`config.mk`:
```
export PLATFORM = sky130hd
export DESIGN_NAME = switch_debounce_events
export DESIGN_NICKNAME = d
export VERILOG_FILES = /design/src/rtl/switch_debounce_events.sv
export SDC_FILE = /design/constraint.sdc
export NUM_CORES = 1
export LEC_CHECK = 0
export CELL_PAD_IN_SITES_DETAIL_PLACEMENT = 0
export CELL_PAD_IN_SITES_GLOBAL_PLACEMENT = 2
export CORE_ASPECT_RATIO = 0.75
export CORE_UTILIZATION = 37
export DETAILED_ROUTE_END_ITERATION = 8
export MAX_ROUTING_LAYER = met4
export PLACE_DENSITY = 0.89
export SLEW_MARGIN = 20
export SYNTH_ARGS = -nofsm -noshare
export SYNTH_HDL_FRONTEND = slang
export SYNTH_SLANG_ARGS = --single-unit
```
`constraint.sdc`:
```
create_clock -name clk_50M -period 3.1 [get_ports clk_50M]
set_input_delay 0.465 -clock clk_50M [delete_from_list [all_inputs] [get_ports clk_50M]]
set_output_delay 0.465 -clock clk_50M [all_outputs]
set_load 0.05 [all_outputs]
```
`src/rtl/switch_debounce_events.sv`:
```
// switch_debounce_events: conditions raw switches into debounced levels and
// one-cycle rise/fall/long-press events, all in the clk_50M domain.
//
// Ports:
//   clk_50M  - system clock
//   rst      - synchronous reset, active-high
//   switch   - raw asynchronous switch inputs, 1 = pressed
//   sw_level - debounced level per channel
//   sw_rise  - one-cycle pulse, level went 0->1
//   sw_fall  - one-cycle pulse, level went 1->0
//   sw_long  - one-cycle pulse, held high LONG_TICKS ticks
//   tick     - one-cycle sample strobe
module switch_debounce_events #(
  parameter int unsigned WIDTH          = 4,
  parameter int unsigned CLK_DIV        = 50000,
  parameter int unsigned DEBOUNCE_TICKS = 20,
  parameter int unsigned LONG_TICKS     = 1000
) (
  input  logic             clk_50M,
  input  logic             rst,
  input  logic [WIDTH-1:0] switch,
  output logic [WIDTH-1:0] sw_level,
  output logic [WIDTH-1:0] sw_rise,
  output logic [WIDTH-1:0] sw_fall,
  output logic [WIDTH-1:0] sw_long,
  output logic             tick
);

  localparam int unsigned DIV_W  = $clog2(CLK_DIV);
  localparam int unsigned CNT_W  = $clog2(DEBOUNCE_TICKS + 1);
  localparam int unsigned HOLD_W = $clog2(LONG_TICKS + 1);

  localparam logic [DIV_W-1:0]  DIV_LAST = DIV_W'(CLK_DIV - 1);
  localparam logic [CNT_W-1:0]  CNT_LAST = CNT_W'(DEBOUNCE_TICKS - 1);
  localparam logic [HOLD_W-1:0] HOLD_MAX = HOLD_W'(LONG_TICKS);

  typedef enum logic [1:0] {
    S_LOW,
    S_RISE_CHK,
    S_HIGH,
    S_FALL_CHK
  } state_e;

  logic [WIDTH-1:0] sync1_q;
  logic [WIDTH-1:0] sync2_q;
  logic [DIV_W-1:0] div_q;
  logic [DIV_W-1:0] div_d;
  logic             tick_w;

  assign tick_w = (div_q == DIV_LAST);
  assign tick   = tick_w;

  always_comb begin
    div_d = div_q + DIV_W'(1);
    if (tick_w) begin
      div_d = '0;
    end
  end

  always_ff @(posedge clk_50M) begin
    if (rst) begin
      sync1_q <= '0;
      sync2_q <= '0;
      div_q   <= '0;
    end else begin
      sync1_q <= switch;
      sync2_q <= sync1_q;
      div_q   <= div_d;
    end
  end

  for (genvar g = 0; g < WIDTH; g++) begin : g_ch
    state_e              state_q, state_d;
    logic [CNT_W-1:0]    cnt_q, cnt_d;
    logic [HOLD_W-1:0]   hold_q, hold_d;
    logic [HOLD_W-1:0]   hold_nx;
    logic                level_q, level_d;
    logic                rise_q, rise_d;
    logic                fall_q, fall_d;
    logic                long_q, long_d;
    logic                s;

    assign s       = sync2_q[g];
    assign hold_nx = hold_q + HOLD_W'(1);

    always_comb begin
      state_d = state_q;
      cnt_d   = cnt_q;
      hold_d  = hold_q;
      level_d = level_q;
      // pulses last one cycle: cleared unless re-set below
      rise_d  = 1'b0;
      fall_d  = 1'b0;
      long_d  = 1'b0;
      if (tick_w) begin
        unique case (state_q)
          S_LOW: begin
            if (s) begin
              state_d = S_RISE_CHK;
              cnt_d   = CNT_W'(1);
            end
          end
          S_RISE_CHK: begin
            if (!s) begin
              state_d = S_LOW;
              cnt_d   = '0;
            end else if (cnt_q == CNT_LAST) begin
              state_d = S_HIGH;
              level_d = 1'b1;
              rise_d  = 1'b1;
              cnt_d   = '0;
              hold_d  = '0;
            end else begin
              cnt_d = cnt_q + CNT_W'(1);
            end
          end
          S_HIGH: begin
            if (!s) begin
              state_d = S_FALL_CHK;
              cnt_d   = CNT_W'(1);
            end else if (hold_q < HOLD_MAX) begin
              // saturates at HOLD_MAX so one press gives one sw_long
              hold_d = hold_nx;
              long_d = (hold_nx == HOLD_MAX);
            end
          end
          S_FALL_CHK: begin
            if (s) begin
              state_d = S_HIGH;
              cnt_d   = '0;
            end else if (cnt_q == CNT_LAST) begin
              state_d = S_LOW;
              level_d = 1'b0;
              fall_d  = 1'b1;
              cnt_d   = '0;
              hold_d  = '0;
            end else begin
              cnt_d = cnt_q + CNT_W'(1);
            end
          end
          default: begin
            state_d = S_LOW;
            cnt_d   = '0;
          end
        endcase
      end
    end

    always_ff @(posedge clk_50M) begin
      if (rst) begin
        state_q <= S_LOW;
        cnt_q   <= '0;
        hold_q  <= '0;
        level_q <= 1'b0;
        rise_q  <= 1'b0;
        fall_q  <= 1'b0;
        long_q  <= 1'b0;
      end else begin
        state_q <= state_d;
        cnt_q   <= cnt_d;
        hold_q  <= hold_d;
        level_q <= level_d;
        rise_q  <= rise_d;
        fall_q  <= fall_d;
        long_q  <= long_d;
      end
    end

    assign sw_level[g] = level_q;
    assign sw_rise[g]  = rise_q;
    assign sw_fall[g]  = fall_q;
    assign sw_long[g]  = long_q;
  end

endmodule

```
# --- After elaboration in Yosys (flattened, before gate mapping) ---
# Index checks and enable logic that the tools add are counted.
totals:
  output_inout_bits: 17
  reg_bits: 108
op_classes:
  n_reduce_logical: 41
  n_bitwise: 21
  muxes: 100
  n_lt_le_gt_ge: 4
  add_sub_neg: 9
  eq_ne: 61
op_table:
  columns: ["operator", "count"]
  rows:
  - ["$mux W10", 20]
  - ["$pmux W10 S3", 4]
  - ["$mux W5", 20]
  - ["$pmux W5 S4", 4]
  - ["$ne A2 B2 Y1 const B", 32]
  - ["$mux W2", 24]
  - ["$reduce_and A6 Y1", 8]
  - ["$add A10 B1 Y10 const B", 4]
  - ["$eq A10 B10 Y1 const B", 4]
  - ["$lt A10 B10 Y1 const B", 4]
  - ["$pmux W2 S4", 4]
  - ["$reduce_or A4 Y1", 8]
  - ["$ne A3 B3 Y1 const B", 8]
  - ["$not A1 Y1", 21]
  - ["$add A5 B1 Y5 const B", 4]
  - ["$eq A5 B5 Y1 const B", 4]
  - ["$mux W1", 20]
  - ["$reduce_and A5 Y1", 4]
  - ["$reduce_or A5 Y1", 4]
  - ["$add A16 B1 Y16 const B", 1]
  - ["$eq A16 B16 Y1 const B", 1]
  - ["$eq A2 B2 Y1 const B", 8]
  - ["$reduce_and A3 Y1", 4]
  - ["$reduce_bool A3 Y1", 4]
  - ["5 further kinds", 17]

# --- Depth between registers and ports, before layout ---
# Gate-level depths: netlist (run 1).
depth:
  ltp_word: 4
  ltp_mapped: 9

# --- Worst setup path before layout (run 1) ---
# OpenSTA, ideal clock, no wires.
synth_timing:
  path_kind: "reg-to-reg"
  from: "register div_q[11]"
  to: "register g_ch[3].cnt_q[0]"
  stages_incl_launch_ff: 9
  path_slack_ps: 458
  synth_period_minus_slack_ps: 2642
  path_buffers: 2
  arrival_ps: 2515
  cell_sequence: "dfxtp_1 or4b_1 or4_1 buf_4 inv_6 clkbuf_1 a21oi_1 a31oi_1 nor2_1"
synth_between:
  elab_chain_cells: 2
synth_rtl:
  columns: ["element", "line_no", "text"]
  rows:
  - ["from (decl)", "46", "logic [DIV_W-1:0] div_q;"]
  - ["from (signal assigned)", "68", "div_q <= div_d;"]
  - ["$eq A16 B16 Y1", "50", "assign tick_w = (div_q == DIV_LAST);"]
  - ["via tick", "26", "output logic tick"]
  - ["$reduce_and A3 Y1 (no line)", null, null]
  - ["to (signal assigned)", "160", "cnt_q <= cnt_d;"]
  - ["to (decl)", "74", "logic [CNT_W-1:0] cnt_q, cnt_d;"]
# The timed path passes the listed nets, and every way through them passes these cells.
# A chain may end at the register's enable or synchronous reset.

# --- Worst setup path in the final report (run 1) ---
layout_timing:
  from: "register div_q[11]"
  to: "output port tick"
layout_between:
  elab_chain_cells: 1
layout_rtl:
  columns: ["element", "line_no"]
  rows:
  - ["$eq A16 B16 Y1", "50"]
  - ["to (decl)", "26"]
# Every way passes these cells.

==> results.ini, run 1 <==
[logic_synthesis]
yosys-top-cells-area=dfxtp_1, a21oi_1, nor2_1, nand3_1, nor3_1
yosysWarningCount=0
yosysMostFrequentCell=dfxtp_1
ys.flop_type=dfxtp_1
synth_top_family_by_area=simple AND/OR/NAND/NOR gates
synth_fp_nets=685
ys_async_sr_fraction_pct=0
synth-edff-count=0
syn_area_sq_mm=0.00538
yosysSeqAreaShare_pct=40.2
synthSimpleGateAreaFrac_pct=28.8
synth_area_leader_cell=dfxtp_1
synth-compound-area-share_pct=17.7
synth_top_area_share_pct=40.2
synth_fa_ha_area_share_pct=2.09
synth_xor_area_share_pct=3.58
ys_seq_elements=108
synthCells=670
synth_cell_types=56
synthMuxAreaShare_pct=0.581
avgSynthCellArea_sq_um=8.03
synth_common_cells=dfxtp_1, nor2_1, a21oi_1, nand3_1, nand2_1

[critical_path]
crit_slowest_cell=or4_2
rr_worst_depth=7
cp.arrival_ns=2.50
path_max_fanout=59
ff2ff_setup_slack_ns=0.25
reg2reg_from=div_q[11]
cp.required_ns=2.63
end_kind=output pin
critPathKind=reg2out
crit_chain=or4b_1 -> or4_2 -> buf_12 -> inv_6 -> buf_12
crit_top_cell=buf_12
rr_endpoint=g_ch[1].cnt_q[4]
startpoint_type=flip-flop
critPathMaxStageDelay_ns=0.70

[clock_tree]
cts-root-buf=clkbuf_16
cts_tree=yes
cts-htree-levels=3
cts_setup_buffers=0
clock-sinks=108
cts_resized=0
cts.clk_slew.worst_paths_ns=0.07
clock_latency_ns=0.34
tritoncts.num_buffers=9
clockBufferDepth=2
hold_buffers=0

[detailed_routing]
vias_per_cell=5.33
routedLengthMet1_um=6150
ant_nets=0
drt_iter0_drc=224
wl_met2_um=5000
first_pass_iters=6
wire_per_inst_um=13.5
wirelength_um=11500
top_layer_used=met4
num_vias=4545
wl_met3_um=318
drc=0

[power_and_ir_drop]
cellPowerDensity_mw_per_mm2=456
ir_drop_uv=272
p_leak_nw=1.88
netSwitchingFraction_pct=20.5
pwr-share-seq_pct=52.0
p_total_mw=2.70
switching_power_mw=0.553
internal-power_mw=2.15
power_frac_clock_pct=46.0
combinationalPowerShare_pct=2.0

[grt]
grt_pass1_vias=4209
grt_usage_pct=16.7
grt_remaining_overflow=0
antenna_found_initial=0
grt_max_degree=60
grt_pass1_wl_um=19900

[layout]
syn_to_final_growth_pct=10.1
diodes=0
layout-drive-gt1-share_pct=5.63
num-nets-final=667
regArea_sq_mm=0.00216
fillerInstances=1389
fin_util_pct=42.5
multi_input_area_sq_mm=0.00284

[min_path]
hold_end=sync2_q[2]
hold_class=reg2reg
hold_depth=1
worstHoldStart=sync1_q[2]

[sta]
hold_viol_final=0
finalSetupViolations=0
finalCritPeriodShare_pct=95.7
setup-tns-final_ns=0
finalMaxSlewViolations=0
fmax_ghz=0.337
rsz0062_at_grt=false
period_needed_ns=2.97
tightest_slew_ns=0.603
maxSlewHeadroom_pct=59.3
skew_ns=0.00909

[floorplanning]
rows=37
die_area_sq_mm=0.0150
core_area_sq_mm=0.0139
fp.dieW_um=141
fp.dieH_um=106
num_io_pins=23
start_util_pct=38.6

[run_status]
outcome=complete, no violations

[placement]
port_buffers=22
hpwl_um=7700
place_congestion=0.802

[flow_run]
maxCapViolCount=0

## how the worst max path moves through the flow
stage	start	endpoint	depth (start not counted)
6_report	div_q[11]	tick	5
3_5_place_dp	div_q[11]	g_ch[1].cnt_q[3]	7
4_1_cts	div_q[11]	tick	5
5_1_grt	div_q[11]	tick	5
2_1_floorplan	div_q[11]	g_ch[3].cnt_q[0]	8
3_3_place_gp	div_q[11]	g_ch[1].cnt_q[4]	7
## per-stage QoR
| step | std cells | hold WS [ns] | instance area, sq um | worst slack, ns |
|---|---|---|---|---|
| 2_1_floorplan | 670 | 0.414 | 5380 | 0.458 |
| 3_3_place_gp | 836 | 0.429 | 5600 | 0.296 |
| 3_5_place_dp | 836 | 0.429 | 5600 | 0.284 |
| 4_1_cts | 852 | 0.440 | 5930 | 0.122 |
| 5_1_grt | 852 | 0.459 | 5930 | 0.0522 |
| 6_report | 852 | 0.438 | 5930 | 0.132 |
## worst max-delay path: cells and delay by family, from the launching register on
family        cells  cell delay (ns)
buf+inv           3             0.58
flops             1             0.34
simple gates      2             1.22
## layout by cell type (no fill, tap or decap), types with 14 or more instances in the layout
cell type          n
nand3_1           57
nor2_1            78
a211oi_1          22
nand2_1           42
clkdlybuf4s50_1   20
dfxtp_1          108
a21oi_1           59
nor3_1            35
inv_1             14
o21ai_0           31
## registers in the layout (all words and copies together), names as in the netlist, named ones only
name	count
div_q	16
g_ch.cnt_q	20
g_ch.fall_q	4
g_ch.hold_q	40
g_ch.level_q	4
g_ch.long_q	4
g_ch.rise_q	4
g_ch.state_q	4
sync1_q	4
sync2_q	4
## final cells by class
cell class              count  share of cell area [%]
clock buffers              11                    4.09
clock inverters             5                    1.41
inverters                  15                    1.03
multi-input cells         489                    48.0
flip-flops and latches    108                    36.5
well taps                 195                    4.12
repair buffers             29                    4.90
## per-layer routing
metal  up-vias  GRT usage [%]
li1       2361              -
met1      2128           22.8
met2        54           24.6
met3         2           3.56
met4         0           5.36
met5         -              -
## logic make-up after synthesis
logic type      count (synthesis)
xor+xnor                       22
simple gates                  300
flops                         108
buf+inv                        73
fa+ha+maj                       9
mux                             3
compound gates                155
## power by group through the flow
stage / logic (mW) / clock network (mW) / registers (mW)
detailed placement: 0.0563 / 0 / 1.44
CTS: 0.0566 / 1.29 / 1.40
finish: 0.0553 / 1.24 / 1.40
global route: 0.0622 / 1.35 / 1.40
floorplan: 0.0429 / 0 / 1.43
global placement: 0.0557 / 0 / 1.44
Power figures use the tool's default switching activity.
==> run 2, diff against run 1 <==
Settings changed: ABC_AREA set to 1, CORE_UTILIZATION 37 to 34, PLACE_DENSITY 0.89 to 0.9, SKIP_LAST_GASP set to 1, TNS_END_PERCENT set to 20.
==> run 2 against run 1 <==
  * Worst setup slack improved by 0.12 ns
  * Sequential share of layout area fell by 4.7 points
  * Highest routed layer unchanged
  * Final area up 15%
  * Critical path type unchanged
  * Core utilization down 4.2 points
  * Cell count increased by 45%
  * Power shrank 3.8%
  * Clock-buffer cell count did not move
  * Non-clock buffer count down 5
  * Worst hold slack got worse by 0.033 ns
  * Combinational power decreased by 9.2%
  * Fmax grew 4.3%
==> results.ini, run 2 <==
[logic_synthesis]
synthCells=985  ; +47%
synth_cell_types=34  ; -39%
yosysMostFrequentCell=nand2_1
synth_top_area_share_pct=35.0  ; -5.2 points
synth_area_leader_cell=dfxtp_1
yosys-top-cells-area=dfxtp_1, nand2_1, nor2_1, inv_1, a21oi_1
ys_seq_elements=108  ; unchanged
synth_common_cells=nand2_1, nor2_1, inv_1, dfxtp_1, a21oi_1
syn_area_sq_mm=0.00618  ; +15%
ys.flop_type=dfxtp_1
avgSynthCellArea_sq_um=6.27  ; -22%
yosysWarningCount=0  ; unchanged
ys_async_sr_fraction_pct=0  ; unchanged
yosysSeqAreaShare_pct=35.0  ; -5.2 points
synth_fp_nets=1000  ; +46%
synth-edff-count=0  ; unchanged

[layout]
final_common_cell=nand2_1
layout-drive-gt1-share_pct=4.34  ; -1.3 points
mostFrequentLayoutCells=nand2_1, nor2_1, inv_1, dfxtp_1, a21oi_1
num-nets-final=1001  ; +50%
fillerInstances=1918  ; +38%
diodes=0  ; unchanged
largest_register=g_ch.hold_q
multi_input_area_sq_mm=0.00333  ; +17%
reg_top3=g_ch.hold_q (40), g_ch.cnt_q (20), div_q (16)
largest_reg_flops=40  ; unchanged
regArea_sq_mm=0.00216  ; unchanged
syn_to_final_growth_pct=10.0  ; about the same

[placement]
hpwl_um=10200  ; +32%
pre_cts_slack_ns=0.631  ; +0.347 ns
port_buffers=22  ; unchanged
place_congestion=0.807  ; +0.61%

[critical_path]
rr_endpoint=g_ch[2].fall_q
reg2reg_from=div_q[0]
critPathKind=reg2out
cp.required_ns=2.63  ; about the same
rr_worst_depth=8  ; +1
ff2ff_setup_slack_ns=0.93  ; +0.68 ns
crit_path_start=div_q[0]
startpoint_type=flip-flop
end_kind=output pin
cp.arrival_ns=2.38  ; -0.12 ns
path_max_fanout=4  ; -93%

[floorplanning]
die_area_sq_mm=0.0187  ; +24%
fp.dieH_um=119  ; +12%
rows=42  ; +14%
fp.dieW_um=158  ; +12%
num_io_pins=23  ; unchanged
core_area_sq_mm=0.0177  ; +27%
start_util_pct=34.9  ; -3.7 points

[grt]
grt_max_degree=66  ; +10%
grt_pass1_wl_um=25400  ; +27%
grt_remaining_overflow=0  ; unchanged
antenna_found_initial=0  ; unchanged
grt_pass1_vias=5124  ; +22%
grt_usage_pct=17.4  ; +0.68 points

[sta]
finalCritPeriodShare_pct=91.8  ; -4.0 points
tightest_slew_ns=0.759  ; +0.156 ns
finalMaxSlewViolations=0  ; unchanged
rsz0062_at_grt=false
maxSlewHeadroom_pct=49.4  ; -9.9 points
setup-tns-final_ns=0  ; unchanged
hold_viol_final=0  ; unchanged
skew_ns=0.00819  ; -0.000900 ns
holdWs_ns=0.405  ; -0.0330 ns
period_needed_ns=2.85  ; -0.123 ns
finalSetupViolations=0  ; unchanged
fmax_ghz=0.351  ; +4.3%
worst_slack_ns=0.255  ; +0.123 ns

[run_status]
outcome=complete, no violations

[clock_tree]
clock-sinks=108  ; unchanged
hold_buffers=0  ; unchanged
clock_latency_ns=0.36  ; +0.02 ns
cts_tree=yes
cts-root-buf=clkbuf_16
cts_resized=0  ; unchanged
clockBufferDepth=2  ; unchanged
cts_setup_buffers=0  ; unchanged
tritoncts.num_buffers=9  ; unchanged
cts-htree-levels=3  ; unchanged
cts.clk_slew.worst_paths_ns=0.07  ; about the same

[detailed_routing]
wire_per_inst_um=11.7  ; -13%
num_vias=5702  ; +25%
ant_nets=0  ; unchanged
vias_per_cell=4.62  ; -13%
first_pass_iters=5  ; -1
wirelength_um=14400  ; +25%
drt_iter0_drc=309  ; +38%
drc=0  ; unchanged

[power_and_ir_drop]
p_leak_nw=2.61  ; +39%
combinationalPowerShare_pct=1.9  ; about the same
switching_power_mw=0.593  ; +7.1%
cellPowerDensity_mw_per_mm2=382  ; -16%
p_total_mw=2.60  ; -3.8%
netSwitchingFraction_pct=22.8  ; +2.3 points
ir_drop_uv=212  ; -22%
internal-power_mw=2.01  ; -6.6%
power_frac_clock_pct=44.2  ; -1.8 points
pwr-share-seq_pct=53.9  ; +1.9 points

[min_path]
hold_end=sync2_q[1]
worstHoldStart=sync1_q[1]
hold_depth=2  ; +1
hold_class=reg2reg

[flow_run]
maxCapViolCount=0  ; unchanged

[run 2: cell types whose count changed in the layout (fill, tap and decap cells not counted), sizes merged, moves of 12 or more]
cell	previous run	this run
nand3	57	72
o21ai	35	12
nor2	80	150
inv	16	127
nand2	42	302
a211oi	22	1
a21oi	59	75
nor2b	12	0
nand4	6	24
[run 2: kinds of logic after synthesis]
kind of cell | after synthesis | share of synthesized area (%)
adder cells (fa/ha/maj) | 9 | 1.82
flip-flops | 108 | 35.0
buffers and inverters | 160 | 11.1
XOR/XNOR | 20 | 2.84
AND/OR/NAND/NOR | 590 | 41.0
AO/OA/AOI/OAI | 98 | 8.30
[run 2: how the worst max path moves through the flow]
stage / to / cells after the start
5_1_grt: tick / 6
2_1_floorplan: g_ch[1].long_q / 10
3_5_place_dp: tick / 6
3_3_place_gp: tick / 6
6_report: tick / 6
4_1_cts: tick / 6
[run 2: critical path, stage by stage, from the launching register on]
cell and delay, ns:
dfxtp_1 0.35, ha_1 0.21, nand3_2 0.13, nor2_1 0.21
inv_1 0.12, nor2_4 0.17, clkdlybuf4s50_1 0.83
[run 2: area by class of cell]
type                       count  share of cell area, %
multi-input combinational    717                   49.0
sequential                   108                   31.8
inverter                     126                   6.98
tap                          242                   4.46
clock buffer                  11                   3.72
timing repair buffer          24                   3.39
clock inverter                 5                  0.626
[run 2: layer usage]
metal | global-route usage [%] | vias to the layer above | wire length, um
li1 | - | 3109 | -
met1 | 25.1 | 2490 | 7990
met2 | 24.4 | 90 | 5770
met3 | 3.41 | 13 | 526
met4 | 4.55 | 0 | 157
met5 | - | - | 0
[run 2: per-stage QoR]
stage	cells	utilization, %	cell area (sq um)
finish	1233	38.4	6800
global route	1233	38.4	6800
CTS	1233	38.4	6800
detailed placement	1217	36.7	6500
global placement	1217	36.7	6500
floorplan	985	-	6180
[run 2: power groups by stage]
| stage | Clock, mW | Combinational (mW) | Sequential, mW |
|---|---|---|---|
| floorplan | 0 | 0.0345 | 1.43 |
| global placement | 0 | 0.0513 | 1.43 |
| detailed placement | 0 | 0.0514 | 1.43 |
| CTS | 1.21 | 0.0515 | 1.40 |
| global route | 1.26 | 0.0571 | 1.40 |
| finish | 1.15 | 0.0502 | 1.40 |
